--- src/rtl/instr_byte_fetch_pkg.sv ---
// Shared constants and types for the instruction byte-fetch front end.
package ifetch_pkg;
    // Matches the rv32i_defs word width used by single_cycle_datapath.
    localparam int InstructionSize = 32;
    localparam int BytesPerInstr = 4;
    localparam int DefaultTimeoutCycles = 255;
    localparam logic [InstructionSize-1:0] INSTR_NOP = 32'h00000013;

    typedef logic [InstructionSize-1:0] instr_word_t;

    typedef enum logic {
        IFETCH_IDLE     = 1'b0,
        IFETCH_ASSEMBLE = 1'b1
    } ifetch_state_e;
endpackage

--- src/rtl/instr_byte_fetch_if.sv ---
// Byte-in / instruction-out handshake bundle between pads, fetch unit and core.
interface instr_byte_fetch_if;
    import ifetch_pkg::*;

    logic [7:0]  byte_in;
    logic        byte_valid;
    logic        byte_ready;
    instr_word_t instr;
    logic        instr_valid;
    logic        instr_ready;

    modport master (
        input  byte_in, byte_valid, instr_ready,
        output byte_ready, instr, instr_valid
    );

    modport slave (
        output byte_in, byte_valid, instr_ready,
        input  byte_ready, instr, instr_valid
    );
endinterface

--- src/rtl/instr_byte_fetch_sync_word_fifo.sv ---
// Show-ahead synchronous word FIFO with wrap-bit pointers and a flush that empties it.
module sync_word_fifo #(
    parameter int DEPTH = 2,
    parameter int WIDTH = 32
) (
    input  logic                     clk,
    input  logic                     rst_n,
    input  logic                     push,
    input  logic [WIDTH-1:0]         push_data,
    input  logic                     pop,
    input  logic                     flush,
    output logic [WIDTH-1:0]         head,
    output logic                     full,
    output logic                     empty,
    output logic [$clog2(DEPTH):0]   level
);
    localparam int AW = $clog2(DEPTH);
    localparam logic [AW:0] PtrOne = {{AW{1'b0}}, 1'b1};

    logic [WIDTH-1:0] mem [DEPTH];
    logic [AW:0]      wr_ptr;
    logic [AW:0]      rd_ptr;
    logic             do_push;
    logic             do_pop;

    // The extra top bit tells full from empty when the index bits match.
    assign empty   = (wr_ptr == rd_ptr);
    assign full    = (wr_ptr[AW] != rd_ptr[AW]) && (wr_ptr[AW-1:0] == rd_ptr[AW-1:0]);
    assign level   = wr_ptr - rd_ptr;
    assign head    = mem[rd_ptr[AW-1:0]];
    assign do_push = push && !full && !flush;
    assign do_pop  = pop && !empty && !flush;

    always_ff @(posedge clk or negedge rst_n) begin
        if (!rst_n) begin
            wr_ptr <= '0;
            rd_ptr <= '0;
        end else if (flush) begin
            wr_ptr <= '0;
            rd_ptr <= '0;
        end else begin
            if (do_push) wr_ptr <= wr_ptr + PtrOne;
            if (do_pop)  rd_ptr <= rd_ptr + PtrOne;
        end
    end

    always_ff @(posedge clk) begin
        if (do_push) mem[wr_ptr[AW-1:0]] <= push_data;
    end
endmodule

--- src/rtl/instr_byte_fetch.sv ---
// Packs pad bytes into little-endian RV32I words and queues them for the core.
// Optional macro IFETCH_TIMEOUT_EN drops a stalled partial word after TIMEOUT_CYCLES idle cycles.
module instr_byte_fetch
    import ifetch_pkg::*;
#(
    parameter int FIFO_DEPTH     = 2,
    parameter int TIMEOUT_CYCLES = DefaultTimeoutCycles
) (
    input  logic                          clk,
    input  logic                          rst_n,
    instr_byte_fetch_if.master            fetch,
    input  logic                          flush,
    output logic [$clog2(BytesPerInstr)-1:0] byte_cnt,
    output logic [$clog2(FIFO_DEPTH):0]   level
);
    localparam logic [$clog2(BytesPerInstr)-1:0] LastIdx = 2'(BytesPerInstr - 1);

    ifetch_state_e              state;
    logic [InstructionSize-9:0] partial;
    logic                       xfer;
    logic                       last_byte;
    logic                       push;
    logic                       pop;
    logic                       full;
    logic                       empty;
    logic                       timeout;
    instr_word_t                head;

    // Only the last byte of a word needs FIFO room, so earlier bytes are never stalled.
    assign fetch.byte_ready  = !(byte_cnt == LastIdx && full);
    assign xfer              = fetch.byte_valid && fetch.byte_ready;
    assign last_byte         = (state == IFETCH_ASSEMBLE) && (byte_cnt == LastIdx);
    assign push              = xfer && last_byte && !flush;
    assign pop               = fetch.instr_valid && fetch.instr_ready && !flush;
    assign fetch.instr_valid = !empty;
    assign fetch.instr       = empty ? INSTR_NOP : head;

`ifdef IFETCH_TIMEOUT_EN
    logic [7:0] idle_cnt;

    assign timeout = (state == IFETCH_ASSEMBLE) && !xfer && (idle_cnt == 8'(TIMEOUT_CYCLES - 1));

    always_ff @(posedge clk or negedge rst_n) begin
        if (!rst_n) begin
            idle_cnt <= '0;
        end else if (flush || xfer || timeout || state == IFETCH_IDLE) begin
            idle_cnt <= '0;
        end else begin
            idle_cnt <= idle_cnt + 8'd1;
        end
    end
`else
    assign timeout = 1'b0;
`endif

    always_ff @(posedge clk or negedge rst_n) begin
        if (!rst_n) begin
            state    <= IFETCH_IDLE;
            byte_cnt <= '0;
            partial  <= '0;
        end else if (flush) begin
            state    <= IFETCH_IDLE;
            byte_cnt <= '0;
        end else if (xfer) begin
            case (byte_cnt)
                2'd0:    partial[7:0]   <= fetch.byte_in;
                2'd1:    partial[15:8]  <= fetch.byte_in;
                2'd2:    partial[23:16] <= fetch.byte_in;
                default: ;
            endcase
            if (last_byte) begin
                state    <= IFETCH_IDLE;
                byte_cnt <= '0;
            end else begin
                state    <= IFETCH_ASSEMBLE;
                byte_cnt <= byte_cnt + 2'd1;
            end
        end else if (timeout) begin
            state    <= IFETCH_IDLE;
            byte_cnt <= '0;
        end
    end

    // The final byte goes straight into the FIFO, so only three bytes are ever held.
    sync_word_fifo #(
        .DEPTH (FIFO_DEPTH),
        .WIDTH (InstructionSize)
    ) u_fifo (
        .clk       (clk),
        .rst_n     (rst_n),
        .push      (push),
        .push_data ({fetch.byte_in, partial}),
        .pop       (pop),
        .flush     (flush),
        .head      (head),
        .full      (full),
        .empty     (empty),
        .level     (level)
    );
endmodule

--- src/flat_wrapper.sv ---
// flat-port wrapper written by rule: the top's interface ports become plain ports
module instr_byte_fetch_flat import ifetch_pkg::*;
#(
    parameter int FIFO_DEPTH     = 2,
    parameter int TIMEOUT_CYCLES = DefaultTimeoutCycles
)
  (clk, rst_n, flush, byte_cnt, level, fetch_byte_in, fetch_byte_valid, fetch_instr_ready, fetch_byte_ready, fetch_instr, fetch_instr_valid);
  instr_byte_fetch_if fetch_i ();
  input  logic clk;
  input  logic rst_n;
  input  logic flush;
  output logic [$clog2(BytesPerInstr)-1:0] byte_cnt;
  output logic [$clog2(FIFO_DEPTH):0] level;
  input wire logic [$bits(fetch_i.byte_in)-1:0] fetch_byte_in;
  input wire logic [$bits(fetch_i.byte_valid)-1:0] fetch_byte_valid;
  input wire logic [$bits(fetch_i.instr_ready)-1:0] fetch_instr_ready;
  output wire logic [$bits(fetch_i.byte_ready)-1:0] fetch_byte_ready;
  output wire logic [$bits(fetch_i.instr)-1:0] fetch_instr;
  output wire logic [$bits(fetch_i.instr_valid)-1:0] fetch_instr_valid;
  assign fetch_i.byte_in = fetch_byte_in;
  assign fetch_i.byte_valid = fetch_byte_valid;
  assign fetch_i.instr_ready = fetch_instr_ready;
  assign fetch_byte_ready = fetch_i.byte_ready;
  assign fetch_instr = fetch_i.instr;
  assign fetch_instr_valid = fetch_i.instr_valid;
  instr_byte_fetch #(.FIFO_DEPTH(FIFO_DEPTH), .TIMEOUT_CYCLES(TIMEOUT_CYCLES)) u_core (.clk(clk), .rst_n(rst_n), .fetch(fetch_i), .flush(flush), .byte_cnt(byte_cnt), .level(level));
endmodule
--- config.mk ---
export PLATFORM = sky130hd
export DESIGN_NAME = instr_byte_fetch_flat
export DESIGN_NICKNAME = d
export VERILOG_FILES = /design/src/rtl/instr_byte_fetch_pkg.sv /design/src/rtl/instr_byte_fetch_if.sv /design/src/rtl/instr_byte_fetch_sync_word_fifo.sv /design/src/rtl/instr_byte_fetch.sv /design/src/flat_wrapper.sv
export SDC_FILE = /design/constraint.sdc
export NUM_CORES = 1
export LEC_CHECK = 0
export ABC_CLOCK_PERIOD_IN_PS = 3900
export BUFFER_PORTS_ARGS = -buffer_cell sky130_fd_sc_hd__buf_2
export CORE_ASPECT_RATIO = 0.6
export CORE_MARGIN = 1.5
export CORE_UTILIZATION = 51
export CTS_BUF_LIST = sky130_fd_sc_hd__clkbuf_8 sky130_fd_sc_hd__clkbuf_16
export CTS_CLUSTER_SIZE = 40
export DETAILED_ROUTE_END_ITERATION = 8
export PLACE_DENSITY = 0.75
export SYNTH_ARGS = -nofsm -noshare
export SYNTH_HDL_FRONTEND = slang
export SYNTH_SLANG_ARGS = --single-unit
--- constraint.sdc ---
create_clock -name clk -period 3.9 [get_ports clk]
set_input_delay 0.585 -clock clk [delete_from_list [all_inputs] [get_ports clk]]
set_output_delay 0.585 -clock clk [all_outputs]
set_load 0.1 [all_outputs]
# [Word-level counts from Yosys, hierarchy flattened]
# Memory sizes are Yosys's and may differ from the RTL's.
# Cells that the tools add are included.
[word_totals] regBits=31 ram_bits=64 input_bits=13 out_inout_bits=38 elab_cells=55 memories=1
[mem_list] memory="u_core.u_fifo.mem" depth=2 word_bits=32 rd=1 rd_ports_with_merged_regs=0 write_ports=1 line="instr_byte_fetch_sync_word_fifo.sv:20" source="logic [WIDTH-1:0] mem [DEPTH];"
[classes] addsub=4 n_eq_ne=6 n_mux=13 n_bitwise=1 n_reduce_logical=23
[ops] cell="two-way mux 32 bit" count=1
[ops] cell="two-way mux 2 bit" count=7
[ops] cell="logical AND 1 bit" count=12
[ops] cell="AND reduction 3 bit" count=3
[ops] cell="adder 2 x 1 -> 2 bit (second input constant)" count=3
[ops] cell="nonzero test 2 bit" count=3
[ops] cell="two-way mux 1 bit" count=5
[ops] cell="equality test 2 bit (second input constant)" count=2
[ops] cell="zero test 1 bit" count=4
[ops] cell="equality test 2 x 1 -> 1 bit (second input constant)" count=1
[ops] cell="equality test 2 bit" count=1
[ops] cell="zero test 2 bit" count=1
[ops] cell="subtractor 2 bit" count=1
[ops] cell="equality test 1 bit" count=1
[ops] cell="!= test 1 bit" count=1
[ops] cell="NOT 1 bit" count=1

# [Logic depth before layout (Yosys ltp)]
# Gate-level depths: netlist of run 1.
[depth] depth_word=11 depth_mapped=7 depth_no_buf=6

# [Cells and area by module]
# From an unflattened synthesis of run 1, not the netlist that was laid out.
[hier_totals] hier_cells=249 hier_area_um2=3983.8
[modules_own_cells] mod="sync_word_fifo" instances=1 cells_per_inst=138 area_per_inst_um2=2602.5
[modules_own_cells] mod="instr_byte_fetch" instances=1 cells_per_inst=111 area_per_inst_um2=1381.3

# [Least setup slack after synthesis of run 1]
# Ideal clock, no wire load.
[synth_timing] path_kind="reg-to-reg" startpoint="register u_core.byte_cnt[0]" endpoint="memory u_core.u_fifo.mem[0][0] (enable)" setup_time_ns=0.461 t_arrival_ns=3.771 t_required_ns=3.439 path_slack_ns=-0.332 path_stages_with_launch=5 path_buffers=0 path_cell_list="dfrtp_1 > ha_1 > nand3_1 > a21o_1 > nor3_1"
[synth_between] elab_chain_len=10 elab_cells_between_ends=11
[synth_rtl] item="from (decl)" line="instr_byte_fetch.sv:13" source="output logic [$clog2(BytesPerInstr)-1:0] byte_cnt,"
[synth_rtl] item="from (signal assigned)" line="instr_byte_fetch.sv:76" source="byte_cnt <= byte_cnt + 2'd1;"
[synth_rtl] item="equality test 2 bit (*)" line="instr_byte_fetch.sv:30, instr_byte_fetch.sv:32"
[synth_rtl] item="logical AND 1 bit" line="instr_byte_fetch.sv:30" source="assign fetch.byte_ready = !(byte_cnt == LastIdx && full);"
[synth_rtl] item="zero test 1 bit" line="instr_byte_fetch.sv:30"
[synth_rtl] item="logical AND 1 bit" line="instr_byte_fetch.sv:31" source="assign xfer = fetch.byte_valid && fetch.byte_ready;"
[synth_rtl] item="logical AND 1 bit (*) (2 in series)" line="instr_byte_fetch.sv:33" source="assign push = xfer && last_byte && !flush;"
[synth_rtl] item="logical AND 1 bit (*) (2 in series)" line="instr_byte_fetch_sync_word_fifo.sv:31" source="assign do_push = push && !full && !flush;"
[synth_rtl] item="two-way mux 1 bit (*)" line="instr_byte_fetch_sync_word_fifo.sv:48" source="if (do_push) mem[wr_ptr[AW-1:0]] <= push_data;"
[synth_rtl] item="two-way mux 1 bit (implied by the code) (*)" line="instr_byte_fetch_sync_word_fifo.sv:48"
[synth_rtl] item="to (decl)" line="instr_byte_fetch_sync_word_fifo.sv:20"
# Mark *: on every way between the ends. The rest lies on a longest branch, timed or not.

# [Worst setup path after layout of run 1]
[layout_timing] startpoint="register u_core.u_fifo.wr_ptr[0]" endpoint="output fetch_instr[1]"
[layout_between] elab_chain_len=2
[layout_rtl] item="from (decl)" line="instr_byte_fetch_sync_word_fifo.sv:21" source="logic [AW:0] wr_ptr;"
[layout_rtl] item="from (signal assigned)" line="instr_byte_fetch_sync_word_fifo.sv:42" source="if (do_push) wr_ptr <= wr_ptr + PtrOne;"
[layout_rtl] item="equality test 2 bit" line="instr_byte_fetch_sync_word_fifo.sv:27" source="assign empty = (wr_ptr == rd_ptr);"
[layout_rtl] item="two-way mux 32 bit" line="instr_byte_fetch.sv:36" source="assign fetch.instr = empty ? INSTR_NOP : head;"
[layout_rtl] item="to (decl)" line="flat_wrapper.sv:18" source="output wire logic [$bits(fetch_i.instr)-1:0] fetch_instr;"
# Every way passes these cells.

==> impl_metrics.yaml, run 1 <==
outcome:
  run_status: "finished clean"
global_route:
  gr-usage-met3: 0.06163
  grt_pass1_vias: 2050
  met1_usage: 0.2644
  grt_first_pass_wirelength_mm: 10.75
  antenna_violations_before_repair: 0
  met2_usage: 0.2828
  grt_max_degree: 37
  most_heavily_used_metal_layer_in_global_routing: "met2"
  gr-total-overflow: 0
  globalRouteTotalUtil: 0.1877
synth:
  synthCells: 238
  netlist.top_cell.by_area: "sky130_fd_sc_hd__edfxtp_1"
  syn_area_per_cell_um2: 16.04
  synth.yosys.warnings: 0
  area_share_of_the_largest_cell_type_after_synthesis: 0.5034
  ys_ff_latch: 95
  seq_area_frac_synth: 0.7067
  ys_types: 28
  synth.cell_area_mm2: 0.003817
  synth_fp_nets: 256
  synth_area_leaders: "sky130_fd_sc_hd__edfxtp_1 50%, sky130_fd_sc_hd__dfrtp_1 20%, sky130_fd_sc_hd__mux2i_1 8.4%"
floorplanning:
  design.core.area_mm2: 0.007267
  die_area_mm2: 0.008030
  dieWidth_um: 114.7
  std_cell_rows: 24
  die-height_um: 70.02
  start_util: 0.5253
  num_io_pins: 51
power_and_ir_drop:
  p_leak_uw: 0.001765
  power_density_mw_per_mm2: 534.2
  peakVddDrop_mv: 0.3046
setup_path:
  setup.worst_path.start: "u_core.u_fifo.wr_ptr[0]"
  crit_buf_inv: 5
  arrival_ns: 2.37
  source_of_the_worst_register_to_register_timing_path: "u_core.u_fifo.wr_ptr[0]"
  crit_path_max_fanout: 30
  crit_path_cell_trace: "inv_1 > ha_1 > inv_1 > nor2_2 > buf_4 > inv_1 > nand2_1 > buf_2"
  crit_path_max_incr_delay_ns: 0.42
  critical_path.slowest_cell: "sky130_fd_sc_hd__buf_2"
  startpoint_type: "register"
  critical_path_required_ns: 3.31
  timing.critical_path.mode_cell: "sky130_fd_sc_hd__inv_1"
  timing_worst_setup_path_type: "reg2out"
  crit_family: "buffers and inverters"
  worst_setup_path_end_kind: "output pin"
timing:
  layout_setup_ws_ns: 0.9440
  report.final.setup_viol: 0
  fmax_ghz: 0.3383
  timing.max_slew.rel_slack: 0.5022
  report.final.hold_viol_count: 0
  timing.final.crit_share: 0.7579
  finalWorstPathRequiredPeriod_ns: 2.956
  worstMarginPinSlew_ns: 0.7467
  finClkSkew_ns: 0.004627
  drv_slew: 0
  grt_setup_unrepaired: "no"
run:
  timing.max_cap.violations: 0
route:
  detailroute.via_count: 2081
  violation_count_after_the_first_detailed_route_iteration: 114
  firstDrtPassIters: 4
  drt_wl_cell_um: 16.79
  drc: 0
  drt-total-wl_mm: 6.782
  routed_via_density: 5.151
  antenna_violating_nets_post_route: 0
clock_tree:
  clock_sinks: 95
  worst_setup_hold_path_clk_slew_ns: 0.06
  ctsRootBufferMaster: "sky130_fd_sc_hd__clkbuf_16"
  post_cts.repair.setup_buffers: 0
  cts.repair.resized: 0
  tritoncts: "done"
  ctsHtreeMaxLevel: 3
  cts.hold.buffers_added: 0
  max-clock-path-buffers: 2
  numCtsBuffers: 9
  worstSkewPairLatency_ns: 0.34
finish:
  num_antenna_cells: 0
  fillers: 563
  multiInputGateArea_mm2: 0.001079
  mostFrequentLayoutCells: "64 x sky130_fd_sc_hd__edfxtp_1, 50 x sky130_fd_sc_hd__buf_2, 36 x sky130_fd_sc_hd__nor2_1, 32 x sky130_fd_sc_hd__mux2i_1, 30 x sky130_fd_sc_hd__dfrtp_1"
  leading_cell_type_in_the_layout_fill_and_taps_excluded: "sky130_fd_sc_hd__edfxtp_1"
  drive_above_1_share: 0.3467
  seqCellArea_mm2: 0.002699
  final-instance-count-excl-fill: 404
  finish.net_count: 313
  flow.area_growth_from_synthesis_pct: 18.52
place:
  dpl.cell_count: 388
  place_hpwl_mm: 4.317
  place_congestion: 0.7813
  placement.setup.worst_slack_ns: 1.275
  portBuffers: 50
hold_path:
  timing.hold.worst.class: "in2async"
[metal layers]
layer  routed length [um]  vias up
li1                     -      990
met1                 3133     1024
met2                 3110       57
met3                  462       10
met4                   75        0
met5                    0        -
[worst paths after layout]
kind	to	slack, ns	cells past startpoint
min in group clk	u_core.u_fifo.rd_ptr[1]	0.47	2
worst min register to register	u_core.u_fifo.mem[0][14]	0.47	0
worst max register to register	u_core.partial[15]	1.79	5
max in group asynchronous	u_core.u_fifo.rd_ptr[0]	3.06	1
worst min-delay path	u_core.partial[14]	0.31	1
worst max-delay path	fetch_instr[1]	0.94	8
[cells by family after synthesis]
family,share of synthesized area
flops,0.7067
fa+ha+maj,0.01639
buf+inv,0.01409
simple gates,0.05047
compound gates,0.03704
mux,0.1665
xor+xnor,0.008852
[cell usage after synthesis]
library cell and count:
sky130_fd_sc_hd__ha_1 5, sky130_fd_sc_hd__nand3_1 2, sky130_fd_sc_hd__xor2_1 1, sky130_fd_sc_hd__o2111ai_1 1, sky130_fd_sc_hd__edfxtp_1 64, sky130_fd_sc_hd__o2111ai_4 1, sky130_fd_sc_hd__nand2_1 4, sky130_fd_sc_hd__o31ai_1 1
sky130_fd_sc_hd__mux2i_1 32, sky130_fd_sc_hd__o211a_1 1, sky130_fd_sc_hd__o21ai_0 1, sky130_fd_sc_hd__o21a_1 1, sky130_fd_sc_hd__dfrtp_1 31, sky130_fd_sc_hd__nor2b_1 3, sky130_fd_sc_hd__nor3_1 2, sky130_fd_sc_hd__a21oi_1 2
sky130_fd_sc_hd__xnor2_2 1, sky130_fd_sc_hd__buf_1 3, sky130_fd_sc_hd__xnor2_1 1, sky130_fd_sc_hd__a211oi_1 1, sky130_fd_sc_hd__inv_1 6, sky130_fd_sc_hd__a21o_1 1, sky130_fd_sc_hd__clkbuf_1 4, sky130_fd_sc_hd__mux2_2 28
sky130_fd_sc_hd__nor2_1 37, sky130_fd_sc_hd__a311oi_1 1, sky130_fd_sc_hd__o211ai_4 2, sky130_fd_sc_hd__buf_2 1
[per-stage QoR]
stage / hold slack [ns] / setup TNS (ns) / area (um^2) / total power [uW] / util
6_report: 0.3081 / 0 / 4524 / 2417 / 0.6226
2_1_floorplan: 0.2894 / -21.22 / 3817 / 1463 / -
3_5_place_dp: 0.4513 / 0 / 4210 / 1535 / 0.5794
5_1_grt: 0.3795 / 0 / 4524 / 2503 / 0.6226
3_3_place_gp: 0.4429 / 0 / 4210 / 1517 / 0.5794
4_1_cts: 0.3344 / 0 / 4524 / 2443 / 0.6226
[sequential cells by signal, indices dropped and copies added, names as in the netlist]
signal	cells
u_core.u_fifo.rd_ptr	2
u_core.state	1
u_core.byte_cnt	2
u_core.partial	24
u_core.u_fifo.wr_ptr	2
u_core.u_fifo.mem	64
[layout make-up]
type / instances / area share
clock inverter: 7 / 0.01963
timing repair buffer: 54 / 0.06195
sequential: 95 / 0.5965
multi-input combinational: 129 / 0.2384
inverter: 6 / 0.004978
clock buffer: 9 / 0.04978
tap: 104 / 0.02876
[power breakdown]
part	switching [uW]	total, uW	internal [uW]
combinational	162	251	88.8
sequential	57.3	1260	1200
clock	348	904	556
Note: power is estimated with default switching activity, not from simulation.
==> run 2, diff against run 1 <==
--- a/config.mk
+++ b/config.mk
@@ -5,7 +5,7 @@
 export SDC_FILE = /design/constraint.sdc
 export NUM_CORES = 1
 export LEC_CHECK = 0
-export ABC_CLOCK_PERIOD_IN_PS = 3900
+export ABC_CLOCK_PERIOD_IN_PS = 2700
 export BUFFER_PORTS_ARGS = -buffer_cell sky130_fd_sc_hd__buf_2
 export CORE_ASPECT_RATIO = 0.6
 export CORE_MARGIN = 1.5
==> constraint.sdc (replaced) <==
create_clock -name clk -period 2.7 [get_ports clk]
set_input_delay 0.405 -clock clk [delete_from_list [all_inputs] [get_ports clk]]
set_output_delay 0.405 -clock clk [all_outputs]
set_load 0.1 [all_outputs]
==> run 2 against run 1 <==
Highest routed layer unchanged. Register-to-register slack worse by 1.2 ns. Worst hold slack lost 0.16 ns. Sequential share of layout area fell by 3.3 points. Cell count stayed put. Non-clock buffer count unchanged. Setup slack got worse by 0.83 ns. Flip-flop and latch count unchanged. Die area unchanged. Global-route usage up 0.065 points. Critical path depth decreased by 1. Largest cell class unchanged.
==> impl_metrics.yaml, run 2 (synthesis results as in run 1) <==
outcome:
  run_status: "finished clean"
setup_path:
  crit_path_max_fanout: 29
  critical_path.slowest_cell: "sky130_fd_sc_hd__dfrtp_1"
  crit_buf_inv: 4
  worst_setup_path_end_kind: "output pin"
  setup.worst_path.start: "u_core.u_fifo.wr_ptr[0]"
  critical_path_required_ns: 2.30
  arrival_ns: 2.18
  timing_worst_setup_path_type: "reg2out"
  startpoint_type: "register"
  source_of_the_worst_register_to_register_timing_path: "u_core.u_fifo.wr_ptr[0]"
  crit_path_max_incr_delay_ns: 0.43
  crit_path_cell_trace: "inv_2 > ha_4 > clkinvlp_4 > nor2_4 > buf_8 > nor2_2 > buf_2"
  crit_family: "buffers and inverters"
route:
  drt_wl_cell_um: 17.09
  violation_count_after_the_first_detailed_route_iteration: 111
  firstDrtPassIters: 7
  drc: 0
  antenna_violating_nets_post_route: 0
  detailroute.via_count: 2120
  drt-total-wl_mm: 6.903
  routed_via_density: 5.248
finish:
  seqCellArea_mm2: 0.002701
  final_design_area_excluding_fillers_mm2: 0.004796
  num_antenna_cells: 0
  mostFrequentLayoutCells: "64 x sky130_fd_sc_hd__edfxtp_1, 47 x sky130_fd_sc_hd__buf_2, 32 x sky130_fd_sc_hd__mux2i_1, 28 x sky130_fd_sc_hd__mux2_2, 28 x sky130_fd_sc_hd__dfrtp_1"
  flow.area_growth_from_synthesis_pct: 25.63
  utilization: 0.6600
  leading_cell_type_in_the_layout_fill_and_taps_excluded: "sky130_fd_sc_hd__edfxtp_1"
  drive_above_1_share: 0.4800
  fillers: 534
  multiInputGateArea_mm2: 0.001257
  finish.net_count: 313
  largest_register_ffs: 64
timing:
  drv_slew: 0
  worstMarginPinSlew_ns: 0.7820
  grt_setup_unrepaired: "no"
  layout_setup_ws_ns: 0.1128
  fmax_ghz: 0.3865
  timing.max_slew.rel_slack: 0.4787
  finClkSkew_ns: 0.004365
  timing.final.crit_share: 0.9582
  worst_hold_slack_ns: 0.1518
  report.final.setup_viol: 0
  report.final.hold_viol_count: 0
  finalWorstPathRequiredPeriod_ns: 2.587
  setup-tns-final_ns: 0
place:
  portBuffers: 50
  place_congestion: 0.7854
  placement.setup.worst_slack_ns: 0.3033
  place_hpwl_mm: 4.385
  placement.cell_area_mm2: 0.004437
clock_tree:
  post_cts.repair.setup_buffers: 0
  max-clock-path-buffers: 2
  ctsHtreeMaxLevel: 3
  worstSkewPairLatency_ns: 0.33
  clock_sinks: 95
  tritoncts: "done"
  numCtsBuffers: 9
  ctsRootBufferMaster: "sky130_fd_sc_hd__clkbuf_16"
  worst_setup_hold_path_clk_slew_ns: 0.06
global_route:
  grt_max_degree: 37
  gr-total-overflow: 0
  grt_pass1_vias: 2103
  grt_first_pass_wirelength_mm: 10.96
  antenna_violations_before_repair: 0
  globalRouteTotalUtil: 0.1883
floorplanning:
  die_area_mm2: 0.008030
  dieWidth_um: 114.7
  start_util: 0.5253
  num_io_pins: 51
  die-height_um: 70.02
  design.core.area_mm2: 0.007267
  std_cell_rows: 24
hold_path:
  timing.hold.worst.class: "in2async"
power_and_ir_drop:
  peakVddDrop_mv: 0.4123
  p_leak_uw: 0.001789
  power_density_mw_per_mm2: 759.8
run:
  timing.max_cap.violations: 0
[run 2: changes by cell type in the layout (fill, tap and decap cells not counted), moves of 3 or more]
cell / delta
sky130_fd_sc_hd__nand2_1: -3
sky130_fd_sc_hd__nor2_1: -29
sky130_fd_sc_hd__nor2_2: +24
sky130_fd_sc_hd__buf_2: -3
sky130_fd_sc_hd__buf_12: +3
sky130_fd_sc_hd__nand2_8: +3
sky130_fd_sc_hd__nor2_4: +5
sky130_fd_sc_hd__inv_1: -4
[run 2: final timing paths]
| check | cells after the start | end | slack [ns] |
|---|---|---|---|
| worst max-delay path | 7 | fetch_instr[23] | 0.11 |
| worst min-delay path | 1 | u_core.state | 0.15 |
| worst max register to register | 5 | u_core.partial[9] | 0.62 |
| worst min register to register | 0 | u_core.u_fifo.mem[0][16] | 0.46 |
| max in group asynchronous | 1 | u_core.u_fifo.rd_ptr[0] | 2.00 |
| min in group clk | 2 | u_core.u_fifo.rd_ptr[1] | 0.29 |
[run 2: power breakdown]
group          switching [uW]  leakage, uW  internal, uW
combinational             248     0.000666           140
sequential               84.7     0.000958          1740
clock                     523     0.000164           908
total                     856      0.00179          2790
[run 2: metal layers]
layer  routed length, um  track usage  up-vias
met5                   0            0        -
met2                3118       0.2841       59
met4                  74      0.06310        0
met1                3317       0.2665     1061
li1                    -            -      992
met3                 392      0.05382        8
[run 2: area by class of cell]
| type | count | share of cell area |
|---|---|---|
| well taps | 104 | 0.02713 |
| clock inverters | 7 | 0.02478 |
| flip-flops and latches | 95 | 0.5633 |
| inverters | 6 | 0.006261 |
| clock buffers | 9 | 0.04696 |
| multi-input cells | 129 | 0.2622 |
| repair buffers | 54 | 0.06940 |
[run 2: through the flow]
stage          instances  power [uW]
2_1_floorplan        238        2135
3_3_place_gp         388        2216
3_5_place_dp         388        2242
4_1_cts              404        3671
5_1_grt              404        3762
6_report             404        3644
[run 2: what timing repair did]
action,4_1_cts,5_1_grt
gates resized for setup,1,3
hold endpoints to repair,0,0
hold buffers,0,0
endpoints found under the setup margin,29,11
pin swaps,0,0
==> run 3, diff against run 2 <==
==> constraint.sdc (replaced) <==
create_clock -name clk -period 2.7 [get_ports clk]
set_input_delay 0.27 -clock clk [delete_from_list [all_inputs] [get_ports clk]]
set_output_delay 0.27 -clock clk [all_outputs]
set_load 0.1 [all_outputs]
==> run 3 against run 2 <==
The flow now finishes with violations (hold timing). Setup slack improved by 0.12 ns. First-iteration DRC count up 4.5%. Clock-buffer cell count unchanged. Non-clock buffer count did not move. Cell count did not move. Via count shrank 3.3%. Global-route usage shrank 0.36 points. Maximum frequency rose by 5.1%. Clock power decreased by 22%. Total power fell by 8.6%. Cell area shrank 2.3%. Critical endpoint is now fetch_instr[26].
==> impl_metrics.yaml, run 3 (synthesis results as in run 1) <==
route:
  drt-total-wl_mm: 6.767
  drc: 0
  firstDrtPassIters: 4
  violation_count_after_the_first_detailed_route_iteration: 116
  drt_wl_cell_um: 16.75
  routed_via_density: 5.074
  detailroute.via_count: 2050
  antenna_violating_nets_post_route: 0
setup_path:
  arrival_ns: 2.19
  startpoint_type: "register"
  critical_path.slowest_cell: "sky130_fd_sc_hd__dfrtp_1"
  crit_buf_inv: 4
  crit_path_max_fanout: 29
  crit_family: "buffers and inverters"
  crit_path_cell_trace: "inv_2 > ha_4 > clkinvlp_4 > nor2_4 > buf_6 > nor2_2 > buf_2"
  crit_path_max_incr_delay_ns: 0.43
  worst_setup_path_end_kind: "output pin"
  timing_worst_setup_path_type: "reg2out"
  critical_path_required_ns: 2.43
  rrSetupSlack_ns: 0.65
timing:
  drv_slew: 0
  worstMarginPinSlew_ns: 0.7427
  timing.max_slew.rel_slack: 0.5049
  fmax_ghz: 0.4061
  worst_hold_slack_ns: -0.01339
  grt_setup_unrepaired: "no"
  finalWorstPathRequiredPeriod_ns: 2.462
  report.final.hold_viol_count: 8
  report.final.setup_viol: 0
  finClkSkew_ns: 0.004702
  timing.final.crit_share: 0.9120
global_route:
  gr-total-overflow: 0
  gr-usage-met3: 0.07205
  grt_max_degree: 37
  met2_usage: 0.2648
  most_heavily_used_metal_layer_in_global_routing: "met1"
  globalRouteTotalUtil: 0.1847
  grt_pass1_vias: 1948
  antenna_violations_before_repair: 0
  met1_usage: 0.2660
  grt_first_pass_wirelength_mm: 10.43
clock_tree:
  worst_setup_hold_path_clk_slew_ns: 0.06
  tritoncts: "done"
  ctsHtreeMaxLevel: 3
  ctsRootBufferMaster: "sky130_fd_sc_hd__clkbuf_16"
  max-clock-path-buffers: 2
  cts.hold.buffers_added: 0
  numCtsBuffers: 9
  post_cts.repair.setup_buffers: 0
  worstSkewPairLatency_ns: 0.34
  clock_sinks: 95
finish:
  drive_above_1_share: 0.4767
  num_antenna_cells: 0
  fillers: 580
  final_design_area_excluding_fillers_mm2: 0.004686
  flow.area_growth_from_synthesis_pct: 22.75
  finish.net_count: 313
  mostFrequentLayoutCells: "64 x sky130_fd_sc_hd__edfxtp_1, 47 x sky130_fd_sc_hd__buf_2, 32 x sky130_fd_sc_hd__mux2i_1, 29 x sky130_fd_sc_hd__nor2_2"
  largest_register_ffs: 64
  leading_cell_type_in_the_layout_fill_and_taps_excluded: "sky130_fd_sc_hd__edfxtp_1"
  utilization: 0.6448
outcome:
  violations_in_the_final_reports: "hold timing"
  run_status: "finished, violations left"
place:
  place_hpwl_mm: 4.295
  portBuffers: 50
  placement.cell_area_mm2: 0.004417
  place_congestion: 0.7499
floorplanning:
  std_cell_rows: 24
  die-height_um: 70.02
  num_io_pins: 51
  design.core.area_mm2: 0.007267
  dieWidth_um: 114.7
  start_util: 0.5253
  die_area_mm2: 0.008030
power_and_ir_drop:
  power_density_mw_per_mm2: 711.1
  peakVddDrop_mv: 0.3967
  p_leak_uw: 0.001759
run:
  timing.max_cap.violations: 0
hold_path:
  timing.hold.worst.class: "in2async"
==> run 3: path summary, 6_finish.rpt <==
kind                                         start                        to  cells after the start
max                        u_core.u_fifo.wr_ptr[0]           fetch_instr[26]                      7
min                                          rst_n        u_core.byte_cnt[1]                      1
max reg2reg                u_core.u_fifo.wr_ptr[0]        u_core.partial[13]                      5
min reg2reg                     u_core.partial[18]  u_core.u_fifo.mem[0][18]                      0
max in group asynchronous                    rst_n   u_core.u_fifo.rd_ptr[0]                      1
min in group clk                  fetch_byte_in[7]  u_core.u_fifo.mem[0][31]                      1
==> run 3: cell type report <==
| type | instances | area, um^2 | area share |
|---|---|---|---|
| Clock buffer | 9 | 225.2 | 0.04806 |
| Clock inverter | 7 | 40.04 | 0.008545 |
| Inverter | 6 | 30.03 | 0.006409 |
| Multi-Input combinational cell | 129 | 1230 | 0.2625 |
| Sequential cell | 95 | 2701 | 0.5765 |
| Tap cell | 104 | 130.1 | 0.02777 |
| Timing Repair Buffer | 54 | 329.1 | 0.07023 |
==> run 3: where the power goes <==
group	switching, uW	internal (uW)
combinational	247	140
clock	503	616
sequential	86.4	1740
total	837	2500
==> run 3: routing by layer <==
layer,share of wire,vias to the layer above
li1,-,993
met1,0.49,998
met2,0.45,53
met3,0.058,6
met4,0.0071,0
met5,0,-
==> run 3: what timing repair did <==
action | CTS | global route
endpoints found under the hold margin | 0 | 0
gates resized for setup | 0 | 1
setup endpoints to repair | 0 | 9
==> run 3: per-stage QoR <==
step | hold WS (ns) | std cells | setup WS [ns] | TNS, ns | power [uW]
finish | -0.01339 | 404 | 0.2375 | 0 | 3332
global route | 0.05309 | 404 | 0.1241 | 0 | 3451
CTS | 0.006006 | 404 | 0.1068 | 0 | 3362
detailed placement | 0.3795 | 388 | 0.4772 | 0 | 2243
global placement | 0.3771 | 388 | 0.5460 | 0 | 2218
floorplan | -0.02559 | 238 | -0.2731 | -0.8192 | 2133
